### src/rtl/id_ex_operand_stage.sv
// rtl/id_ex_operand_stage.sv - ID/EX pipeline register with EX operand forwarding and ALU control decode
//
// Purpose:
//   Captures the decoded instruction from ID once per cycle, then forms the ALU
//   operands through EX/MEM and MEM/WB forwarding. It also selects the immediate
//   and decodes alu_op/funct into the 4-bit ALU operation.
//
// Ports:
//   clk, rst            clock and synchronous active-high reset
//   stall, flush        hold the stage / load a bubble (flush wins over stall)
//   id_*                decoded fields and control bits from ID
//   exm_*, wb_*         live forwarding sources from EX/MEM and MEM/WB
//   alu_in1, alu_in2    forwarded ALU operands (alu_in2 may be the immediate)
//   alu_operation       4-bit ALU operation code
//   ex_store_data       forwarded rt value for stores
//   ex_write_reg        destination register (rd or rt)
//   ex_valid, ex_reg_write, ex_mem_read, ex_mem_write, ex_mem_to_reg
//                       registered control travelling to EX/MEM
//   ex_illegal          valid R-type instruction with an unsupported funct

module id_ex_operand_stage #(
    parameter int DATA_W = 32,
    parameter int REG_AW = 5
) (
    input  logic              clk,
    input  logic              rst,
    input  logic              stall,
    input  logic              flush,
    input  logic              id_valid,
    input  logic [DATA_W-1:0] id_rs_data,
    input  logic [DATA_W-1:0] id_rt_data,
    input  logic [DATA_W-1:0] id_imm,
    input  logic [REG_AW-1:0] id_rs,
    input  logic [REG_AW-1:0] id_rt,
    input  logic [REG_AW-1:0] id_rd,
    input  logic [5:0]        id_funct,
    input  logic [1:0]        id_alu_op,
    input  logic              id_alu_src,
    input  logic              id_reg_dst,
    input  logic              id_reg_write,
    input  logic              id_mem_read,
    input  logic              id_mem_write,
    input  logic              id_mem_to_reg,
    input  logic              exm_reg_write,
    input  logic [REG_AW-1:0] exm_rd,
    input  logic [DATA_W-1:0] exm_result,
    input  logic              wb_reg_write,
    input  logic [REG_AW-1:0] wb_rd,
    input  logic [DATA_W-1:0] wb_result,
    output logic [DATA_W-1:0] alu_in1,
    output logic [DATA_W-1:0] alu_in2,
    output logic [3:0]        alu_operation,
    output logic [DATA_W-1:0] ex_store_data,
    output logic [REG_AW-1:0] ex_write_reg,
    output logic              ex_valid,
    output logic              ex_reg_write,
    output logic              ex_mem_read,
    output logic              ex_mem_write,
    output logic              ex_mem_to_reg,
    output logic              ex_illegal
);

    // Stage registers
    logic              valid_q,      valid_d;
    logic [DATA_W-1:0] rs_data_q,    rs_data_d;
    logic [DATA_W-1:0] rt_data_q,    rt_data_d;
    logic [DATA_W-1:0] imm_q,        imm_d;
    logic [REG_AW-1:0] rs_q,         rs_d;
    logic [REG_AW-1:0] rt_q,         rt_d;
    logic [REG_AW-1:0] rd_q,         rd_d;
    logic [5:0]        funct_q,      funct_d;
    logic [1:0]        alu_op_q,     alu_op_d;
    logic              alu_src_q,    alu_src_d;
    logic              reg_dst_q,    reg_dst_d;
    logic              reg_write_q,  reg_write_d;
    logic              mem_read_q,   mem_read_d;
    logic              mem_write_q,  mem_write_d;
    logic              mem_to_reg_q, mem_to_reg_d;

    // Next-state: stall holds everything, otherwise load from ID.
    // An invalid ID slot loads its control bits as zero, so it behaves as a bubble.
    always_comb begin
        valid_d      = valid_q;
        rs_data_d    = rs_data_q;
        rt_data_d    = rt_data_q;
        imm_d        = imm_q;
        rs_d         = rs_q;
        rt_d         = rt_q;
        rd_d         = rd_q;
        funct_d      = funct_q;
        alu_op_d     = alu_op_q;
        alu_src_d    = alu_src_q;
        reg_dst_d    = reg_dst_q;
        reg_write_d  = reg_write_q;
        mem_read_d   = mem_read_q;
        mem_write_d  = mem_write_q;
        mem_to_reg_d = mem_to_reg_q;
        if (!stall) begin
            valid_d      = id_valid;
            rs_data_d    = id_rs_data;
            rt_data_d    = id_rt_data;
            imm_d        = id_imm;
            rs_d         = id_rs;
            rt_d         = id_rt;
            rd_d         = id_rd;
            funct_d      = id_funct;
            alu_op_d     = id_valid ? id_alu_op : 2'b00;
            alu_src_d    = id_valid & id_alu_src;
            reg_dst_d    = id_valid & id_reg_dst;
            reg_write_d  = id_valid & id_reg_write;
            mem_read_d   = id_valid & id_mem_read;
            mem_write_d  = id_valid & id_mem_write;
            mem_to_reg_d = id_valid & id_mem_to_reg;
        end
    end

    // rst and flush both clear the whole stage; flush overrides stall.
    always_ff @(posedge clk) begin
        if (rst || flush) begin
            valid_q      <= 1'b0;
            rs_data_q    <= '0;
            rt_data_q    <= '0;
            imm_q        <= '0;
            rs_q         <= '0;
            rt_q         <= '0;
            rd_q         <= '0;
            funct_q      <= '0;
            alu_op_q     <= '0;
            alu_src_q    <= 1'b0;
            reg_dst_q    <= 1'b0;
            reg_write_q  <= 1'b0;
            mem_read_q   <= 1'b0;
            mem_write_q  <= 1'b0;
            mem_to_reg_q <= 1'b0;
        end else begin
            valid_q      <= valid_d;
            rs_data_q    <= rs_data_d;
            rt_data_q    <= rt_data_d;
            imm_q        <= imm_d;
            rs_q         <= rs_d;
            rt_q         <= rt_d;
            rd_q         <= rd_d;
            funct_q      <= funct_d;
            alu_op_q     <= alu_op_d;
            alu_src_q    <= alu_src_d;
            reg_dst_q    <= reg_dst_d;
            reg_write_q  <= reg_write_d;
            mem_read_q   <= mem_read_d;
            mem_write_q  <= mem_write_d;
            mem_to_reg_q <= mem_to_reg_d;
        end
    end

    // Forwarding: the younger EX/MEM result wins over MEM/WB; r0 is hardwired zero
    // and must never pick up a forwarded value.
    logic [DATA_W-1:0] fwd_a;
    logic [DATA_W-1:0] fwd_b;

    always_comb begin
        fwd_a = rs_data_q;
        if (exm_reg_write && (exm_rd == rs_q) && (rs_q != '0)) begin
            fwd_a = exm_result;
        end else if (wb_reg_write && (wb_rd == rs_q) && (rs_q != '0)) begin
            fwd_a = wb_result;
        end
    end

    always_comb begin
        fwd_b = rt_data_q;
        if (exm_reg_write && (exm_rd == rt_q) && (rt_q != '0)) begin
            fwd_b = exm_result;
        end else if (wb_reg_write && (wb_rd == rt_q) && (rt_q != '0)) begin
            fwd_b = wb_result;
        end
    end

    // ALU control decode; unknown R-type funct falls back to add and flags illegal.
    logic [3:0] op_dec;
    logic       funct_bad;

    always_comb begin
        op_dec    = 4'b0010;
        funct_bad = 1'b0;
        case (alu_op_q)
            2'b00: op_dec = 4'b0010;
            2'b01: op_dec = 4'b0110;
            2'b11: op_dec = 4'b0001;
            default: begin
                case (funct_q)
                    6'b100000: op_dec = 4'b0010;
                    6'b100010: op_dec = 4'b0110;
                    6'b100100: op_dec = 4'b0000;
                    6'b100101: op_dec = 4'b0001;
                    6'b101010: op_dec = 4'b0111;
                    6'b100111: op_dec = 4'b1100;
                    default: begin
                        op_dec    = 4'b0010;
                        funct_bad = 1'b1;
                    end
                endcase
            end
        endcase
    end

    assign alu_in1       = fwd_a;
    assign alu_in2       = alu_src_q ? imm_q : fwd_b;
    assign ex_store_data = fwd_b;
    assign alu_operation = op_dec;
    assign ex_write_reg  = reg_dst_q ? rd_q : rt_q;
    assign ex_valid      = valid_q;
    assign ex_reg_write  = reg_write_q;
    assign ex_mem_read   = mem_read_q;
    assign ex_mem_write  = mem_write_q;
    assign ex_mem_to_reg = mem_to_reg_q;
    assign ex_illegal    = valid_q & funct_bad;

endmodule
### config.mk
export PLATFORM = sky130hd
export DESIGN_NAME = id_ex_operand_stage
export DESIGN_NICKNAME = d
export VERILOG_FILES = /design/src/rtl/id_ex_operand_stage.sv
export SDC_FILE = /design/constraint.sdc
export NUM_CORES = 1
export LEC_CHECK = 0
export BUFFER_PORTS_ARGS = -buffer_cell sky130_fd_sc_hd__clkbuf_2
export CAP_MARGIN = 40
export CORE_MARGIN = 4
export CORE_UTILIZATION = 48
export DETAILED_ROUTE_END_ITERATION = 16
export GPL_TIMING_DRIVEN = 0
export MAX_ROUTING_LAYER = met4
export PLACE_DENSITY = 0.82
export SLEW_MARGIN = 20
export SYNTH_ARGS = -nofsm -noshare
export SYNTH_HDL_FRONTEND = slang
export SYNTH_SLANG_ARGS = --single-unit
### constraint.sdc
create_clock -name clk -period 2.3 [get_ports clk]
set_clock_uncertainty 0.2 [all_clocks]
set_input_delay 0.115 -clock clk [delete_from_list [all_inputs] [get_ports clk]]
set_output_delay 0.115 -clock clk [all_outputs]
set_load 0.05 [all_outputs]
==> results.yml, run 1 <==
synth:
  yosysUniqueCellTypes: 38
  ys_warn_count: 0
  synthAdderAreaFrac_pct: 0
  synth.cell_area_um2: 6903
  synth.largest_area_cell: "dfxtp_1"
  syn_area_per_cell_um2: 8.727
  post_synth_xor_area_fraction_pct: 2.284
  netlist_instances: 791
  ys_async_sr_fraction_pct: 0
  seq_area_frac_synth_pct: 36.54
  synth-simple-area-share_pct: 17.24
  synth_compound_area_share_pct: 14.17
  yosys_register_bits: 126
  synthMuxAreaShare_pct: 25.03
  synthesis.nets: 997
  synth_top_area_share_pct: 36.54
  synth.area.top_cells: "dfxtp_1 (37%), mux2i_1 (22%), nor2_1 (8.9%)"
  synth_top_family_by_area: "multiplexers"
  synth_edf_count: 0
  yosys_most_used_dff: "dfxtp_1"
cts:
  cts_buffer_depth: 2
  postCtsHoldBufs: 125
  htree_levels: 4
  ctsResizeCount: 478
  post_cts_buffers: 35
  clock_sinks: 126
  numCtsBuffers: 17
  clockRootBuffer: "clkbuf_16"
placement:
  dpl_cell_area_um2: 9289
  portBuffers: 315
  pre_cts_ws_ns: -0.6181
  hpwl_mm: 22.76
  gp_congestion: 0.9930
die:
  ios: 317
  rows: 43
  dieWidth_um: 127.9
  die-height_um: 127.9
  initial_core_util_pct: 49.35
status:
  stop_stage: "clock tree synthesis"
  status: "stopped before the end"
  first-error: "[ERROR DPL-0033] detailed placement checks failed during check placement."
[Yosys cell counts (2+ instances only)]
master      n
a211oi_1   17
a21oi_1     5
a22oi_1     8
a31oi_1     2
a31oi_2    13
buf_1      12
buf_2       9
buf_4       4
buf_6       4
clkbuf_1   41
dfxtp_1   126
inv_1       2
mux2_2     21
mux2i_1   149
nand2_1    55
nand3_1     4
nand4_1    17
nor2_1    163
nor2b_1     6
nor4_1     15
nor4_2      3
o21a_1      2
o21ai_0    28
o21ai_1     8
o31a_1     17
o31ai_1    32
xnor2_1    13
xor2_1      5
[metrics by stage]
stage | hold WS (ns) | util, % | instances
detailed placement | 0.1530 | 66.40 | 1287
global placement | 0.1433 | 66.25 | 1286
floorplan | 0.05882 | - | 791
[cells by family after synthesis]
group | count (synthesis)
buf+inv | 72
flops | 126
simple gates | 272
compound gates | 133
mux | 170
xor+xnor | 18
==> run 2: changes to the inputs <==
--- a/config.mk
+++ b/config.mk
@@ -8,11 +8,10 @@
 export BUFFER_PORTS_ARGS = -buffer_cell sky130_fd_sc_hd__clkbuf_2
 export CAP_MARGIN = 40
 export CORE_MARGIN = 4
-export CORE_UTILIZATION = 48
+export CORE_UTILIZATION = 35
 export DETAILED_ROUTE_END_ITERATION = 16
 export GPL_TIMING_DRIVEN = 0
-export MAX_ROUTING_LAYER = met4
-export PLACE_DENSITY = 0.82
+export PLACE_DENSITY_LB_ADDON = 0.15
 export SLEW_MARGIN = 20
 export SYNTH_ARGS = -nofsm -noshare
 export SYNTH_HDL_FRONTEND = slang
==> run 2 against run 1 <==
  * The flow now finishes, with violations (negative setup slack)
  * Synthesized cell count unchanged
  * Synthesized area unchanged
==> results.yml, run 2 <==
synth:
  yosys_register_bits: 126
  synth.area.top_cells: "dfxtp_1 (37%), mux2i_1 (22%), nor2_1 (8.9%)"
  synth_edf_count: 0
  synth_common_cells: "nor2_1 (163), mux2i_1 (149), dfxtp_1 (126)"
  synth.most_common_cell: "nor2_1"
  yosysUniqueCellTypes: 38
  ys_async_sr_fraction_pct: 0
  synth.cell_area_um2: 6903
  synthesis.nets: 997
  seq_area_frac_synth_pct: 36.54
  yosys_most_used_dff: "dfxtp_1"
  netlist_instances: 791
  synth_top_area_share_pct: 36.54
  syn_area_per_cell_um2: 8.727
  ys_warn_count: 0
  synth.largest_area_cell: "dfxtp_1"
flow_run:
  cap_violations: 0
die:
  rows: 51
  core_area_um2: 19400
  initial_core_util_pct: 35.58
  die-height_um: 148.4
  ios: 317
  dieArea_um2: 22030
  dieWidth_um: 148.4
layout:
  drive_above_1_share_pct: 49.47
  nets: 1508
  final_common_cell: "clkbuf_2"
  area_delta_synth_final_pct: 106.9
  stdcell_count: 1580
  layout_common_cells: "clkbuf_2 (223), mux2i_1 (129), nor2_1 (128)"
  stdcell_area_um2: 14280
  top_regs: "imm_q: 32 flops, rs_data_q: 32 flops, rt_data_q: 32 flops"
cts:
  htree_levels: 4
  clockRootBuffer: "clkbuf_16"
  cts_tree: "done"
  numCtsBuffers: 17
  cts_buffer_depth: 2
  clkSlewWorstSetupHoldPaths_ns: 0.06
  clock_sinks: 126
  clk-insertion-delay-late_ns: 0.42
timing:
  finalCriticalPeriod_ns: 2.828
  finalCritPeriodShare_pct: 123.0
  hold_violations: 0
  worst_slew_pin_slew_ns: 0.8633
  timing.final.ws_setup_ns: -0.5281
  rsz0062_at_grt: "yes"
  slew_headroom_pct: 42.45
  clock.fmax_mhz: 353.6
  final_max_slew_viol_count: 0
  setup_viol: 96
route:
  drt-pass1-iter-count: 5
  drt_iter0_markers: 454
  ant_nets: 0
  viasPerCell: 5.363
  routedWlPerCell_um: 23.04
  totalWireLength_mm: 36.40
  vias: 8474
  drc: 0
power_and_ir_drop:
  vdd_drop_max_mv: 0.5118
  p_leak_nw: 5.998
  power_density_nw_per_um2: 475.8
grt:
  grtUsageTotal_pct: 30.55
  grt_max_degree: 17
  grt_pass1_vias: 8793
  antenna_found_initial: 1
  grt_pass1_wl_mm: 51.30
  grt_overflow: 0
worst_setup_path:
  critPathRequiredTime_ns: 1.99
  crit_fanout: 10
  cp_data_arrival_time_ns: 2.51
  path_class: "reg -> out"
  end_kind: "output port"
  worstSetupStartpointType: "flip-flop"
placement:
  portBuffers: 315
  pre_cts_ws_ns: -0.6228
  gp_congestion: 0.8483
  hpwl_mm: 23.80
  dp_cells: 1376
  dpl_cell_area_um2: 9435
status:
  violations: "negative setup slack"
  status: "complete, but fails checks"
worst_hold_path:
  hold_path_class: "in -> reg"
run 2: path summary, 6_finish.rpt:
check / startpoint / slack, ns / endpoint / cells past startpoint
setup / recovery: rt_q[2] / -0.53 / alu_in2[25] / 8
hold reg to reg: rd_q[3] / 0.30 / rd_q[3] / 2
setup reg to reg: alu_src_q / 0.72 / alu_src_q / 4
hold / removal: id_valid / 0.13 / ex_valid / 5
run 2: final cells by class:
cell class                 count  area (µm²)
timing repair buffer         495        4479
antenna                        1       2.502
tap                          265       331.6
fill                        1342        5120
inverter                       2       7.507
multi-input combinational    593        5731
clock inverter                14       135.1
clock buffer                  17       425.4
buffer                        67       609.3
sequential                   126        2557
run 2: per-layer routing:
| layer | track usage, % | part of all wire [%] | up-vias |
|---|---|---|---|
| met5 | 0 | 0 | - |
| met4 | 12.52 | 4.1 | 0 |
| met3 | 6.520 | 6.6 | 109 |
| met2 | 52.24 | 49 | 431 |
| met1 | 37.38 | 40 | 4089 |
| li1 | - | - | 3845 |
run 2: stage by stage:
stage | hold slack [ns] | setup TNS, ns | util [%] | power, W
after global placement | 0.1445 | -71.52 | 48.32 | 0.003523
final | 0.1284 | -40.03 | 73.61 | 0.006794
after CTS | 0.1186 | -44.69 | 69.44 | 0.006613
after detailed placement | 0.1538 | -42.98 | 48.64 | 0.003532
after global routing | 0.1846 | -45.33 | 73.61 | 0.006991
after floorplan | 0.05882 | -4.590 | - | 0.003088
run 2: cells by family after synthesis:
logic type / share of synthesized area, %
buffers and inverters: 4.731
multiplexers: 25.03
XOR/XNOR: 2.284
AO/OA/AOI/OAI: 14.17
AND/OR/NAND/NOR: 17.24
flip-flops: 36.54
run 2: what timing repair did:
item,CTS,global route
endpoints found under the setup margin,96,96
cloned,6,2
setup buffers,28,16
pin swaps,28,69
resized for setup,405,193
hold endpoints to repair,125,0
hold buffers,125,0
run 2: critical path, stage by stage, from the launching register on:
cell and delay (ns):
dfxtp_4 0.37, or2_4 0.27, o21a_1 0.20, buf_6 0.16, buf_8 0.18, o31ai_4 0.30
a31oi_4 0.13, mux2_4 0.29, clkbuf_8 0.18
run 2: power breakdown:
group,total [W],internal [W],switching (W)
Combinational,0.00184,0.000857,0.000983
Sequential,0.00232,0.00225,0.0000703
Clock,0.00264,0.00150,0.00114
(Power assumes the default switching activity.)
